### src/rtl/apple_spawner.sv
// apple_spawner: keeps NUM_APPLES apple slots filled with random grid cells
// that avoid other apples and every live snake segment, clears a slot when the
// head eats it, and answers per-pixel "apple here?" queries for the renderer.
module apple_spawner #(
    parameter int COORD_W    = 4,
    parameter int GRID_W     = 16,
    parameter int GRID_H     = 12,
    parameter int MAX_LEN    = 50,
    parameter int NUM_APPLES = 2
) (
    input  logic                              clk,
    input  logic                              reset,     // async, active low
    input  logic                              s_reset,   // sync soft reset
    input  logic [COORD_W-1:0]                x,
    input  logic [COORD_W-1:0]                y,
    input  logic [COORD_W-1:0]                randX,
    input  logic [COORD_W-1:0]                randY,
    input  logic                              goodColl,
    // segment i = body[i*2*COORD_W +: 2*COORD_W] = {x, y}; segment 0 is the head
    input  logic [MAX_LEN*2*COORD_W-1:0]      body,
    input  logic [$clog2(MAX_LEN+1)-1:0]      length,
    output logic                              apple,
    output logic [NUM_APPLES*COORD_W-1:0]     appleX,
    output logic [NUM_APPLES*COORD_W-1:0]     appleY,
    output logic [NUM_APPLES-1:0]             appleValid,
    output logic                              busy
);
    localparam int SEG_W  = 2 * COORD_W;
    localparam int LEN_W  = $clog2(MAX_LEN + 1);
    localparam int SLOT_W = (NUM_APPLES > 1) ? $clog2(NUM_APPLES) : 1;

    typedef enum logic [1:0] {S_IDLE, S_CHECK, S_SCAN, S_PLACE} state_t;

    state_t                          r_state, w_next;
    logic [SLOT_W-1:0]               r_slot;
    logic [LEN_W-1:0]                r_idx;
    logic [COORD_W-1:0]              r_candX, r_candY;
    logic [NUM_APPLES*COORD_W-1:0]   r_appleX, r_appleY;
    logic [NUM_APPLES-1:0]           r_valid;
    logic                            r_apple;

    logic [LEN_W-1:0]                w_len;
    logic                            w_any_free;
    logic [SLOT_W-1:0]               w_free_slot;
    logic                            w_reject;
    logic [SEG_W-1:0]                w_seg;
    logic                            w_hit;
    logic                            w_last;
    logic [NUM_APPLES-1:0]           w_eat;
    logic [NUM_APPLES-1:0]           w_place;
    logic                            w_apple_q;
    logic [COORD_W-1:0]              w_headX, w_headY;

    assign w_headX = body[SEG_W-1:COORD_W];
    assign w_headY = body[COORD_W-1:0];

    // Clamp length, pick lowest empty slot, screen the raw candidate and
    // evaluate eat / query matches against the slot table.
    always_comb begin
        w_len       = (32'(length) > MAX_LEN) ? LEN_W'(MAX_LEN) : length;
        w_any_free  = 1'b0;
        w_free_slot = '0;
        w_reject    = (32'(randX) >= GRID_W) || (32'(randY) >= GRID_H);
        w_eat       = '0;
        w_apple_q   = 1'b0;
        for (int k = NUM_APPLES - 1; k >= 0; k--) begin
            if (!r_valid[k]) begin
                w_any_free  = 1'b1;
                w_free_slot = SLOT_W'(k);
            end
        end
        for (int k = 0; k < NUM_APPLES; k++) begin
            if (r_valid[k] && r_appleX[k*COORD_W +: COORD_W] == randX &&
                r_appleY[k*COORD_W +: COORD_W] == randY)
                w_reject = 1'b1;
            if (goodColl && r_valid[k] && r_appleX[k*COORD_W +: COORD_W] == w_headX &&
                r_appleY[k*COORD_W +: COORD_W] == w_headY)
                w_eat[k] = 1'b1;
            if (r_valid[k] && r_appleX[k*COORD_W +: COORD_W] == x &&
                r_appleY[k*COORD_W +: COORD_W] == y)
                w_apple_q = 1'b1;
        end
    end

    // Live body segment selected by the scan index; no snapshot is kept.
    always_comb begin
        w_seg = '0;
        for (int i = 0; i < MAX_LEN; i++)
            if (LEN_W'(i) == r_idx) w_seg = body[i*SEG_W +: SEG_W];
        w_hit   = (w_seg == {r_candX, r_candY});
        // >= rather than == so a length that shrinks mid-scan still terminates
        w_last  = (32'(r_idx) + 1 >= 32'(w_len));
        w_place = (r_state == S_PLACE) ? (NUM_APPLES'(1) << r_slot) : '0;
    end

    // Spawn FSM next-state logic.
    always_comb begin
        w_next = r_state;
        case (r_state)
            S_IDLE:  if (w_any_free) w_next = S_CHECK;
            S_CHECK: if (!w_reject) w_next = (w_len == '0) ? S_PLACE : S_SCAN;
            S_SCAN: begin
                if (w_hit)       w_next = S_CHECK;
                else if (w_last) w_next = S_PLACE;
            end
            S_PLACE: w_next = S_IDLE;
            default: w_next = S_IDLE;
        endcase
    end

    // FSM state register; soft reset wins over any spawn in progress.
    always_ff @(posedge clk or negedge reset) begin
        if (!reset)       r_state <= S_IDLE;
        else if (s_reset) r_state <= S_IDLE;
        else              r_state <= w_next;
    end

    // Slot table, candidate, scan index and registered query result.
    always_ff @(posedge clk or negedge reset) begin
        if (!reset) begin
            r_slot   <= '0;
            r_idx    <= '0;
            r_candX  <= '0;
            r_candY  <= '0;
            r_appleX <= '0;
            r_appleY <= '0;
            r_valid  <= '0;
            r_apple  <= 1'b0;
        end else if (s_reset) begin
            r_slot   <= '0;
            r_idx    <= '0;
            r_candX  <= '0;
            r_candY  <= '0;
            r_appleX <= '0;
            r_appleY <= '0;
            r_valid  <= '0;
            r_apple  <= 1'b0;
        end else begin
            r_apple <= w_apple_q;
            // eaten slots keep their position; the placed slot is never an eaten one
            r_valid <= (r_valid & ~w_eat) | w_place;
            case (r_state)
                S_IDLE:  if (w_any_free) r_slot <= w_free_slot;
                S_CHECK: begin
                    r_candX <= randX;
                    r_candY <= randY;
                    r_idx   <= '0;
                end
                S_SCAN:  if (!w_hit && !w_last) r_idx <= r_idx + LEN_W'(1);
                default: ;
            endcase
            for (int k = 0; k < NUM_APPLES; k++) begin
                if (w_place[k]) begin
                    r_appleX[k*COORD_W +: COORD_W] <= r_candX;
                    r_appleY[k*COORD_W +: COORD_W] <= r_candY;
                end
            end
        end
    end

    assign apple      = r_apple;
    assign appleX     = r_appleX;
    assign appleY     = r_appleY;
    assign appleValid = r_valid;
    assign busy       = (r_state != S_IDLE);

endmodule

### config.mk
export PLATFORM = sky130hd
export DESIGN_NAME = apple_spawner
export DESIGN_NICKNAME = d
export VERILOG_FILES = /design/src/rtl/apple_spawner.sv
export SDC_FILE = /design/constraint.sdc
export NUM_CORES = 1
export LEC_CHECK = 0
export ABC_CLOCK_PERIOD_IN_PS = 3910
export BUFFER_PORTS_ARGS = -buffer_cell sky130_fd_sc_hd__buf_2
export CORE_AREA = 2 2 171 173
export CTS_BUF_LIST = sky130_fd_sc_hd__clkbuf_2
export DETAILED_ROUTE_END_ITERATION = 10
export DIE_AREA = 0 0 173 175
export PLACE_DENSITY = 0.66
export SLEW_MARGIN = 30
export SYNTH_ARGS = -nofsm -noshare
export SYNTH_HDL_FRONTEND = slang
export SYNTH_SLANG_ARGS = --single-unit
### constraint.sdc
create_clock -name clk -period 3.91 [get_ports clk]
set_input_delay 0.391 -clock clk [delete_from_list [all_inputs] [get_ports clk]]
set_output_delay 0.391 -clock clk [all_outputs]
set_load 0.1 [all_outputs]
==> metrics <==
status=finished with violations; failing checks=setup timing; vias per inst=6.37; GP Congestion=1.06; post-synth design cell area=8430 um2; Max-Cap Viols=0; first-pass GRT wire length=95,700 um; IR drop worst, VDD=0.000204 V; Die Width=173 um; crit share post-route=1.02; Final Skew=13.3 ps; dominant cells by area after synthesis=dfrtp_1 11%, nand2_1 6.5%, a21oi_1 5.8%; area added between synthesis and finish=68.7%; DRC viols=0; Crit path required time=4260 ps; max_slew headroom=0.450; Post-synth ARST share=1.00; R2R depth=13; Final HPWL DP=58,400 um; worst-margin pin slew=825 ps; non-filler instance count after layout=2,339; die area=30,300 um2; CTS Hold Bufs=0; CTS Buf Count=5; fmax=251 MHz; initial drt markers=1,732; Synth Flop Type=dfrtp_1; Fin. Hold Viols=0; Placement Cell Area=13,300 um2; dpl cells=2,307; largest net degree at the start of global routing=37; flops & latches, synth=36; Distinct cells, synth=95; fin crit period=3980 ps; crit path cell chain=buf_12, buf_4, or3b_1, nor3_1, a221oi_1, o211a_1, o41ai_4, a31oi_2, o311a_1, nor4_4, and4bb_4, a31oi_4, mux2_4; fin. max-slew vios=0; synth warn=0; Worst Path Arrival=4330 ps; CP bufs+invs=2; IO Pins=446; H-tree Lvls=2; clk sink count=36; Final Util=0.501; top-area cell type share of the netlist area=0.107; via count=14,900; crit path launch type=register; ANT nets after route=0; Power Density=126 nW/um2; leakage power=0.00652 uW; vias in the first global route=14,100; Final nets=2,389; final setup vio count=7; CTS clk-pin slew, worst paths=200 ps; routed wire length=68,000 um; synthesized netlist cell count=1,242; Worst Slack Setup Final=-70.6 ps; Hold WS=19.9 ps; TritonCTS clock tree=done; critical path's top delay family=simple AND/OR/NAND/NOR gates; CP endpoint kind=register; share of cells above drive strength 1=0.481; WL/cell=29.1 um; grt ovf=0; final instance area=14,200 um2; overall routing resource usage=0.423; kind of critical path=reg -> reg; Avg Cell Area, Syn=6.78 um2; RSZ-0062 raised after global routing=true; height of the chip=175 um; CP peak stage delay=540 ps; number of synthesized flops with an enable pin=0; antenna violations before repair=7; Seq/Total Area, Yosys=0.107; Tightest Hold Check Type=in -> async; Buffers on Ports=445; Crit. path cell count=13; syn_nets=1,678; Std-Cell Rows=62; CTS max path bufs=2; clk_lat worst skew=430 ps; Initial DRT Pass Iterations=8; worst-path cell with the longest stage delay=or3b_1; starting density of the core=0.297; CP max FO=19; Core Box Area=28,400 um2; root buf cell=clkbuf_2; cell taking the most area after synthesis=dfrtp_1
## flip-flops by register name, indices dropped and copies added (netlist names)
signal,count
appleX,8
appleY,8
r_idx,6
r_candX,4
r_candY,4
appleValid,2
r_state,2
apple,1
r_slot,1
## path summary, 6_finish.rpt
path | from | endpoint | slack [ps]
setup / recovery | r_idx[5]$_DFFE_PN0P_ | r_idx[0]$_DFFE_PN0P_ | -70
hold / removal | reset | appleY[6]$_DFFE_PN0P_ | 20
setup reg to reg | r_idx[5]$_DFFE_PN0P_ | r_idx[0]$_DFFE_PN0P_ | -70
hold reg to reg | r_candY[0]$_DFFE_PN0P_ | appleY[0]$_DFFE_PN0P_ | 580
max in group asynchronous | reset | r_idx[0]$_DFFE_PN0P_ | 3330
min in group clk | randX[3] | r_candX[3]$_DFFE_PN0P_ | 210
## placed cells by master (no fill, tap or decap), types with 12 or more instances in the layout
cell / n
buf_2: 445
buf_4: 329
nand2_1: 138
nor2_1: 95
a21oi_1: 93
nand3_1: 77
o21ai_0: 56
nor3_1: 45
xor2_1: 41
o22ai_1: 41
dfrtp_1: 34
a221oi_1: 24
or3_1: 24
o211ai_1: 21
and3_1: 17
a22oi_1: 16
xnor2_1: 14
nor4_1: 14
nor2b_1: 14
a221o_1: 14
buf_12: 14
nand2b_1: 12
a211oi_1: 12
o221ai_1: 12
## through the flow
| stage | total power (uW) | setup slack [ps] | setup TNS, ps |
|---|---|---|---|
| after CTS | 1700 | 7.08 | 0 |
| final | 1780 | -70.6 | -237 |
| after detailed placement | 1440 | -468 | -3520 |
| after global routing | 1820 | -84.5 | -470 |
| after floorplan | 780 | 380 | 0 |
| after global placement | 1440 | -468 | -3500 |
## final cells by class
| cell class | count | area [um2] |
|---|---|---|
| well taps | 384 | 480 |
| clock inverters | 3 | 18.8 |
| repair buffers | 798 | 5090 |
| clock buffers | 5 | 25.0 |
| fillers | 2943 | 14200 |
| flip-flops and latches | 36 | 903 |
| multi-input cells | 1100 | 7650 |
| inverters | 12 | 47.5 |
| diodes | 1 | 2.50 |
## synth_stat cells, types with 18 or more instances
cell type	count
nand2_1	147
nor2_1	100
a21oi_1	97
nand3_1	80
o21ai_0	60
nor3_1	48
buf_2	42
o22ai_1	42
xor2_1	42
dfrtp_1	36
a221oi_1	33
clkbuf_1	32
or3_1	25
o211ai_1	21
a211oi_1	18
and3_1	18
nor4_1	18
## power breakdown
part           switching [uW]  internal (uW)
Clock                     141           43.1
Sequential               33.9            389
Combinational             662            515
Total                     837            948
## layer usage
| metal | part of all wire | track usage |
|---|---|---|
| met5 | 0.00078 | 0 |
| met4 | 0.050 | 0.173 |
| met3 | 0.10 | 0.0827 |
| met2 | 0.45 | 0.687 |
| met1 | 0.40 | 0.549 |
## what timing repair did
action / in CTS / in global routing
setup buffers: 14 / 9
hold endpoints to repair: 0 / 0
resized for setup: 69 / 78
pin swaps: 21 / 27
endpoints found under the setup margin: 8 / 8
## logic make-up (layout without fill, tap and decap cells)
| kind of cell | Yosys count | count (layout) | synth area share |
|---|---|---|---|
| other | 0 | 1 | 0 |
| muxes | 10 | 10 | 0.0126 |
| and+or+nand+nor | 554 | 554 | 0.347 |
| buffers and inverters | 106 | 818 | 0.0621 |
| AOI/OAI and AO/OA | 470 | 470 | 0.398 |
| DFF | 36 | 36 | 0.107 |
| adders and majority gates | 10 | 10 | 0.0148 |
| xor gates and xnor gates | 56 | 56 | 0.0582 |
Note: power is estimated with default switching activity, not from simulation.
